==> src/rtl/decoder_scan_pkg.sv <==
// Shared types, enable encodings and the select-advance helper for decoder_scan_ctrl.
package decoder_scan_pkg;

    localparam int SEL_W = 3;

    typedef enum logic [1:0] {IDLE, RUN, GAP} state_t;

    // {G, G2A, G2B}
    localparam logic [2:0] EN_ON  = 3'b100;
    localparam logic [2:0] EN_OFF = 3'b011;

    // Nearest unmasked position in the scan direction; holds if every other position is masked.
    function automatic logic [SEL_W-1:0] next_sel(input logic [SEL_W-1:0] cur,
                                                  input logic             dir,
                                                  input logic [7:0]       mask);
        logic [SEL_W-1:0] cand;
        logic             found;
        next_sel = cur;
        found    = 1'b0;
        for (int i = 1; i < 8; i++) begin
            cand = dir ? cur - SEL_W'(i) : cur + SEL_W'(i);
            if (!found && !mask[cand]) begin
                next_sel = cand;
                found    = 1'b1;
            end
        end
    endfunction

endpackage

==> src/rtl/decoder_scan_ctrl_prescaler.sv <==
// Scan-period prescaler: counts 0..DIV_MAX while running, registered tick after terminal count.
module scan_prescaler #(
    parameter int unsigned DIV_MAX = 99999,
    parameter int unsigned DIV_W   = 17
) (
    input  logic clk,
    input  logic rst_n,
    input  logic run,
    input  logic clear,
    output logic tc,
    output logic tick
);

    logic [DIV_W-1:0] cnt;

    assign tc = run && (cnt == DIV_W'(DIV_MAX));

    // Tick still fires when a clear coincides with the terminal count.
    always_ff @(posedge clk or negedge rst_n) begin
        if (!rst_n) begin
            cnt  <= '0;
            tick <= 1'b0;
        end else begin
            tick <= tc;
            if (clear)
                cnt <= '0;
            else if (run)
                cnt <= (cnt == DIV_W'(DIV_MAX)) ? '0 : cnt + 1'b1;
        end
    end

endmodule

==> src/rtl/decoder_scan_ctrl.sv <==
// Scan controller driving a 74LS138 with break-before-make gaps around each select change.
// Optional feature: define SCAN_SKIP_EN to add the skip_mask input.
module decoder_scan_ctrl
    import decoder_scan_pkg::*;
#(
    parameter int unsigned DIV_MAX = 99999,
    parameter int unsigned DIV_W   = 17,
    parameter int unsigned GAP_CYC = 2
) (
    input  logic       clk,
    input  logic       rst_n,
    input  logic       en,
    input  logic       dir,
    input  logic       load,
    input  logic [2:0] load_val,
    input  logic       blank,
`ifdef SCAN_SKIP_EN
    input  logic [7:0] skip_mask,
`endif
    output logic       A,
    output logic       B,
    output logic       C,
    output logic       G,
    output logic       G2A,
    output logic       G2B,
    output logic       tick,
    output logic [2:0] sel
);

    localparam int GCNT_W = $clog2(GAP_CYC);

    state_t            state;
    logic [GCNT_W-1:0] gcnt;
    logic [2:0]        en_bits;
    logic [7:0]        mask;
    logic              blank_eff;
    logic              tc;
    logic              run;
    logic              clear;

`ifdef SCAN_SKIP_EN
    assign mask = skip_mask;
`else
    assign mask = 8'h00;
`endif

    // A fully masked ring has nothing to show, so it behaves as blank.
    assign blank_eff = blank || (&mask);
    assign run       = (state != IDLE);
    assign clear     = load || !en || (state == IDLE);

    scan_prescaler #(.DIV_MAX(DIV_MAX), .DIV_W(DIV_W)) u_prescaler (
        .clk  (clk),
        .rst_n(rst_n),
        .run  (run),
        .clear(clear),
        .tc   (tc),
        .tick (tick)
    );

    assign {G, G2A, G2B} = en_bits;
    assign {C, B, A}     = sel;

    always_ff @(posedge clk or negedge rst_n) begin
        if (!rst_n) begin
            state   <= IDLE;
            sel     <= '0;
            gcnt    <= '0;
            en_bits <= EN_OFF;
        end else begin
            // NOTE: enables default off here and are switched on only where the next state is an unblanked RUN.
            en_bits <= EN_OFF;
            if (load) begin
                sel <= load_val;
                if (en) begin
                    state <= GAP;
                    gcnt  <= GCNT_W'(GAP_CYC - 2);
                end else begin
                    state <= IDLE;
                end
            end else if (!en) begin
                state <= IDLE;
            end else begin
                case (state)
                    IDLE: begin
                        state <= RUN;
                        if (!blank_eff) en_bits <= EN_ON;
                    end
                    RUN: begin
                        if (tc) begin
                            state <= GAP;
                            gcnt  <= GCNT_W'(GAP_CYC - 1);
                        end else if (!blank_eff) begin
                            en_bits <= EN_ON;
                        end
                    end
                    GAP: begin
                        if (gcnt == GCNT_W'(GAP_CYC - 1))
                            sel <= next_sel(sel, dir, mask);
                        if (gcnt == '0) begin
                            state <= RUN;
                            if (!blank_eff) en_bits <= EN_ON;
                        end else begin
                            gcnt <= gcnt - 1'b1;
                        end
                    end
                    default: state <= IDLE;
                endcase
            end
        end
    end

endmodule

==> config.mk <==
export PLATFORM = sky130hd
export DESIGN_NAME = decoder_scan_ctrl
export DESIGN_NICKNAME = d
export VERILOG_FILES = /design/src/rtl/decoder_scan_pkg.sv /design/src/rtl/decoder_scan_ctrl_prescaler.sv /design/src/rtl/decoder_scan_ctrl.sv
export SDC_FILE = /design/constraint.sdc
export NUM_CORES = 1
export LEC_CHECK = 0
export ABC_AREA = 1
export CAP_MARGIN = 20
export CORE_ASPECT_RATIO = 0.7
export CORE_MARGIN = 5
export CORE_UTILIZATION = 29
export DETAILED_ROUTE_END_ITERATION = 10
export PLACE_DENSITY = 0.52
export SYNTH_ARGS = -nofsm -noshare
export SYNTH_HDL_FRONTEND = slang
export SYNTH_HIERARCHICAL = 1
export SYNTH_SLANG_ARGS = --single-unit
==> constraint.sdc <==
create_clock -name clk -period 2.9 [get_ports clk]
set_clock_uncertainty 0.15 [all_clocks]
set_input_delay 0.58 -clock clk [delete_from_list [all_inputs] [get_ports clk]]
set_output_delay 0.58 -clock clk [all_outputs]
set_load 0.03 [all_outputs]
Word level (Yosys, flattened, before mapping) --
Memories as Yosys holds them, arrays and structs flattened. Index checks and enable logic that the tools add are counted.
Operators by class: multiplexer cells 76, $add $sub $neg 16, reductions and logical operators 32, equality and inequality tests 7, magnitude comparators 7
Operators by type and width (number):
- $mux W3 | 23
- $mux W17 | 3
- $mux W1 | 42
- $lt A3 B4 Y1 const B | 7
- $add A17 B1 Y17 const B | 1
- $eq A17 B17 Y1 const B | 1
- $logic_not A1 Y1 | 13
- $add A3 B3 Y3 const B | 4
- $sub A3 B3 Y3 const B | 4
- $mux W2 | 5
- $reduce_bool A2 Y1 | 5
- $pmux W3 S3 | 1
- $ne A8 B2 Y1 const B | 1
- $logic_and A1 B1 Y1 | 7
- $add A3 B2 Y3 const B | 2
- $pmux W2 S3 | 1
- $sub A3 B2 Y3 const B | 2
- $ne A4 B3 Y1 const B | 1
- $ne A4 B4 Y1 const B | 1
- $reduce_and A4 Y1 | 1
- $add A3 B1 Y3 const B | 1
- $ne A3 B2 Y1 const B | 1
- $reduce_and A3 Y1 | 1
- $reduce_bool A3 Y1 | 1
- other kinds (8) | 9
Storage, ports and cells: memory bits (read-only) 56, flip-flop bits (word level) 27, logic and storage cells 151, bits of input ports 9, memories 7, output and inout port bits 10
Memory list:
- (name not given) | depth 8, bits a word 1, rd ports 1, clocked after memory_dff 0, wr ports 0, line decoder_scan_pkg.sv:22 | if (!found && !mask[cand]) begin
- (name not given) | depth 8, bits a word 1, rd ports 1, clocked after memory_dff 0, wr ports 0, line decoder_scan_pkg.sv:22
- (name not given) | depth 8, bits a word 1, rd ports 1, clocked after memory_dff 0, wr ports 0, line decoder_scan_pkg.sv:22
- (name not given) | depth 8, bits a word 1, rd ports 1, clocked after memory_dff 0, wr ports 0, line decoder_scan_pkg.sv:22
- (name not given) | depth 8, bits a word 1, rd ports 1, clocked after memory_dff 0, wr ports 0, line decoder_scan_pkg.sv:22
- (name not given) | depth 8, bits a word 1, rd ports 1, clocked after memory_dff 0, wr ports 0, line decoder_scan_pkg.sv:22
- 1 more memories

Depth between registers and ports, before layout --
word-level depth 51, gate-level depth with buffers 11, gate-level depth less buffers 11

Modules after synthesis --
The synthesis kept the hierarchy.
By module, submodules not included:
- scan_prescaler | cells each 177, times used 1, area an instance 1218.7 um^2
- decoder_scan_ctrl | cells each 69, times used 1, area an instance 506.7 um^2

Least setup slack after synthesis --
OpenSTA, ideal clock, no wires.
path kind input to register, from input en, to register u_prescaler.cnt[12], cell stages on the path 10, path buffers 1, data arrival time 1485 ps, slack 1148 ps, cell sequence inv_1 > nor2_2 > nand2_1 > nor2_1 > buf_2 > nor2_4 > nand2_2 > nor2_2 > nor2_1 > nor2_2
On the way: longest elaborated chain between the ends 4, elaborated cells on any way between the ends 5, classes of those cells mux (1); reduce/logical (4)
Ends and longest elaborated chain:
- start: declaration | line decoder_scan_ctrl.sv:12 | input logic en,
- $logic_not A1 Y1 *
- $logic_or A1 B1 Y1 * (2 in series) | line decoder_scan_ctrl.sv:50 | assign clear = load || !en || (state == IDLE);
- named net clear | line decoder_scan_ctrl.sv:39 | logic clear;
- $mux W17 or $reduce_bool A2 Y1 (tied branches)
- end signal: assignment | line decoder_scan_ctrl_prescaler.sv:28 | cnt <= (cnt == DIV_W'(DIV_MAX)) ? '0 : cnt + 1'b1;
- end: declaration | line decoder_scan_ctrl_prescaler.sv:14 | logic [DIV_W-1:0] cnt;
The timed path passes the listed nets; every way through them passes the cells marked *. A chain may end at the register's enable or synchronous reset.

==> key figures <==
Clocking
  • Post-CTS Hold Fix Bufs: 0
  • Setup Buffers After CTS: 0
  • Clk sinks: 26
  • CTS tree: done
  • Worst-Skew Late Latency: 0.28 ns
  • Total CTS buffers: 3
  • Resized Gates After CTS: 0
  • Root Buffer: clkbuf_8
  • H-tree Lvls: 1
  • CTS Buffer Depth: 2
  • Reg clk slew, reported paths: 0.10 ns

STA
  • Fin. Hold Viols: 0
  • Min Tclk post-route: 2.19 ns
  • Fmax achieved: 457 MHz
  • Worst slew pin tran: 0.429 ns
  • # setup viols final: 0
  • TNS Setup: 0 ns
  • Pins Over Slew Limit: 0
  • RSZ-0062 raised after global routing: no
  • Final worst-path cycle share: 0.755
  • Relative slew slack: 0.714

Synth
  • Sequential-to-total area share from yosys stat: 0.378
  • Post-synthesis cell count: 246
  • Syn_area_per_cell: 7.01 µm²
  • Post-synth top area cell: dfrtp_1
  • Synth cell types: 28
  • Synth warn: 6
  • Syn Nets: 257
  • Syn Std Cell Area: 0.00173 mm²
  • Synth area leaders: dfrtp_1 36%, nand2_1 11%, nor2_1 8.5%, inv_1 7.2%, nand3_1 7.0%
  • FF+latch count, synth: 26
  • Top-area cell type share of the netlist area: 0.363

Floorplan
  • I/O pin cnt: 19
  • Core ar.: 0.00576 mm²
  • Cell Rows: 23
  • Die Area: 0.00762 mm²
  • Starting Density: 0.300
  • Die extent in x: 102 µm
  • Die height: 74.5 µm

Final layout
  • Post-layout util: 0.352
  • Layout net count: 277
  • Commonest non-fill, non-tap cell in the layout: nand2_1
  • Most frequent cells in the layout: 52 x nand2_1, 39 x nor2_1, 33 x inv_1
  • Synth-to-layout area growth: 17.5%
  • Register area: 652 µm²
  • Area of the multi-input gates: 893 µm²
  • Share of layout cells above drive strength 1: 0.136
  • Diode count: 0
  • # fillers: 608

Worst hold path
  • Worst min path class: reg -> reg

Power
  • VDD IR-drop max: 0.151 mV
  • Pleak: 0.873 nW
  • Power Density: 381 mW/mm²

Placement
  • Routability cong.: 0.837
  • DP HPWL: 3.10 mm
  • IO buf count: 18

Global routing
  • Grt met3 use: 0.0262
  • Initial antenna violation count: 0
  • Top Usage Layer GRT: met1
  • GR Util met2: 0.152
  • Gr ovfl total: 0
  • Vias in the first global route: 1334
  • First-pass GRT wire length: 6.66 mm
  • Met1 Use GR: 0.179
  • Total GRT Usage: 0.112
  • Pin count of the biggest net entering global routing: 27

Setup path
  • CP Data Arrival Time: 1.46 ns
  • Worst r2r src: u_prescaler/cnt[0]$_DFFE_PN0P_
  • Worst r2r dst: en_bits[2]$_DFF_PN0_
  • R2R cell count: 10
  • Instance count on the critical path: 1
  • Slowest stage cell, crit path: clkdlybuf4s50_1
  • Max stage delay on crit path: 0.66 ns
  • Crit Path Class: reg -> out
  • Startpoint Class: flop
  • CP endpoint: G2B
  • CP Data Required Time: 2.17 ns
  • Worst setup startpoint: en_bits[1]$_DFF_PN1_
  • Setup slack, reg-to-reg: 0.97 ns
  • CP endpoint kind: primary output
  • Buf+Inv Stages, Crit Path: 1
  • Worst-path cell chain: clkdlybuf4s50_1
  • Cell family with the largest share of critical-path delay: buffers and inverters
  • Crit-path max FO: 2

Detailed routing
  • Drt pass-1 iters: 4
  • Drt via density: 4.54
  • DRC: 0
  • Total wire length: 4.00 mm
  • Vias: 1544
  • Routed WL per cell: 11.8 µm
  • Antenna Nets Post-Route: 0
  • Iter 0 DRT Violations: 135

Outcome
  • Status: complete, no violations

Run
  • Max cap viols: 0
[per-stage QoR]
step | worst slack (ns) | instance area, µm² | hold WS, ns | cells | total power [W]
after floorplan | 1.15 | 1730 | 0.134 | 246 | 0.000504
after global placement | 0.542 | 1980 | 0.389 | 336 | 0.000564
after detailed placement | 0.489 | 1980 | 0.368 | 336 | 0.000565
after CTS | 0.697 | 2030 | 0.397 | 340 | 0.000783
after global routing | 0.565 | 2030 | 0.434 | 340 | 0.000815
final | 0.709 | 2030 | 0.393 | 340 | 0.000773
[worst min path at each step]
stage / from / end / slack, ns / depth (start not counted)
after floorplan: rst_n / en_bits[2]$_DFF_PN0_ / 0.13 / 0
after global placement: u_prescaler/cnt[1]$_DFFE_PN0P_ / u_prescaler/cnt[1]$_DFFE_PN0P_ / 0.39 / 2
after detailed placement: gcnt$_DFFE_PN0P_ / gcnt$_DFFE_PN0P_ / 0.37 / 2
after CTS: gcnt$_DFFE_PN0P_ / gcnt$_DFFE_PN0P_ / 0.40 / 2
after global routing: gcnt$_DFFE_PN0P_ / gcnt$_DFFE_PN0P_ / 0.43 / 2
final: gcnt$_DFFE_PN0P_ / gcnt$_DFFE_PN0P_ / 0.39 / 2
[power breakdown]
| group | total (W) | switching [W] | leakage (nW) | internal, W |
|---|---|---|---|---|
| clock network | 0.000217 | 0.000119 | 0.0228 | 0.0000985 |
| registers | 0.000394 | 0.0000157 | 0.351 | 0.000378 |
| logic | 0.000162 | 0.0000997 | 0.499 | 0.0000626 |
| total | 0.000773 | 0.000234 | 0.873 | 0.000539 |
[synthesized netlist by cell type, drive strengths merged]
library cell,number
nor4,1
dfrtp,25
fa,1
nand4,5
nand2,62
nand3,24
ha,1
clkinv,1
buf,6
xor2,3
dfstp,1
o31ai,1
inv,35
a21oi,6
nor2,55
a21boi,1
o21a,1
or2,1
o21ai,12
nor3,3
xnor2,1
[layout make-up]
cell class              count  share of cell area
multi-input cells         178               0.441
clock buffers               4              0.0222
inverters                  36              0.0691
well taps                  75              0.0463
flip-flops and latches     26               0.322
repair buffers             21               0.100
[state kept, by name, summed over array words and instances, names as in the netlist]
signal	cells
sel	3
u_prescaler/cnt	17
u_prescaler/tick	1
state	2
gcnt	1
en_bits	2
[cell families after synthesis]
| kind of cell | after synthesis | share of synthesized area |
|---|---|---|
| AND/OR/NAND/NOR | 151 | 0.413 |
| AO/OA/AOI/OAI | 21 | 0.0653 |
| adder cells (fa/ha/maj) | 2 | 0.0189 |
| buffers and inverters | 42 | 0.104 |
| flip-flops | 26 | 0.378 |
| XOR/XNOR | 4 | 0.0203 |
[layer usage]
layer  wire, µm  share of wire
met1       2140           0.54
met4         14         0.0035
met3        252          0.063
met2       1590           0.40
met5          0              0
Power figures use the tool's default switching activity.
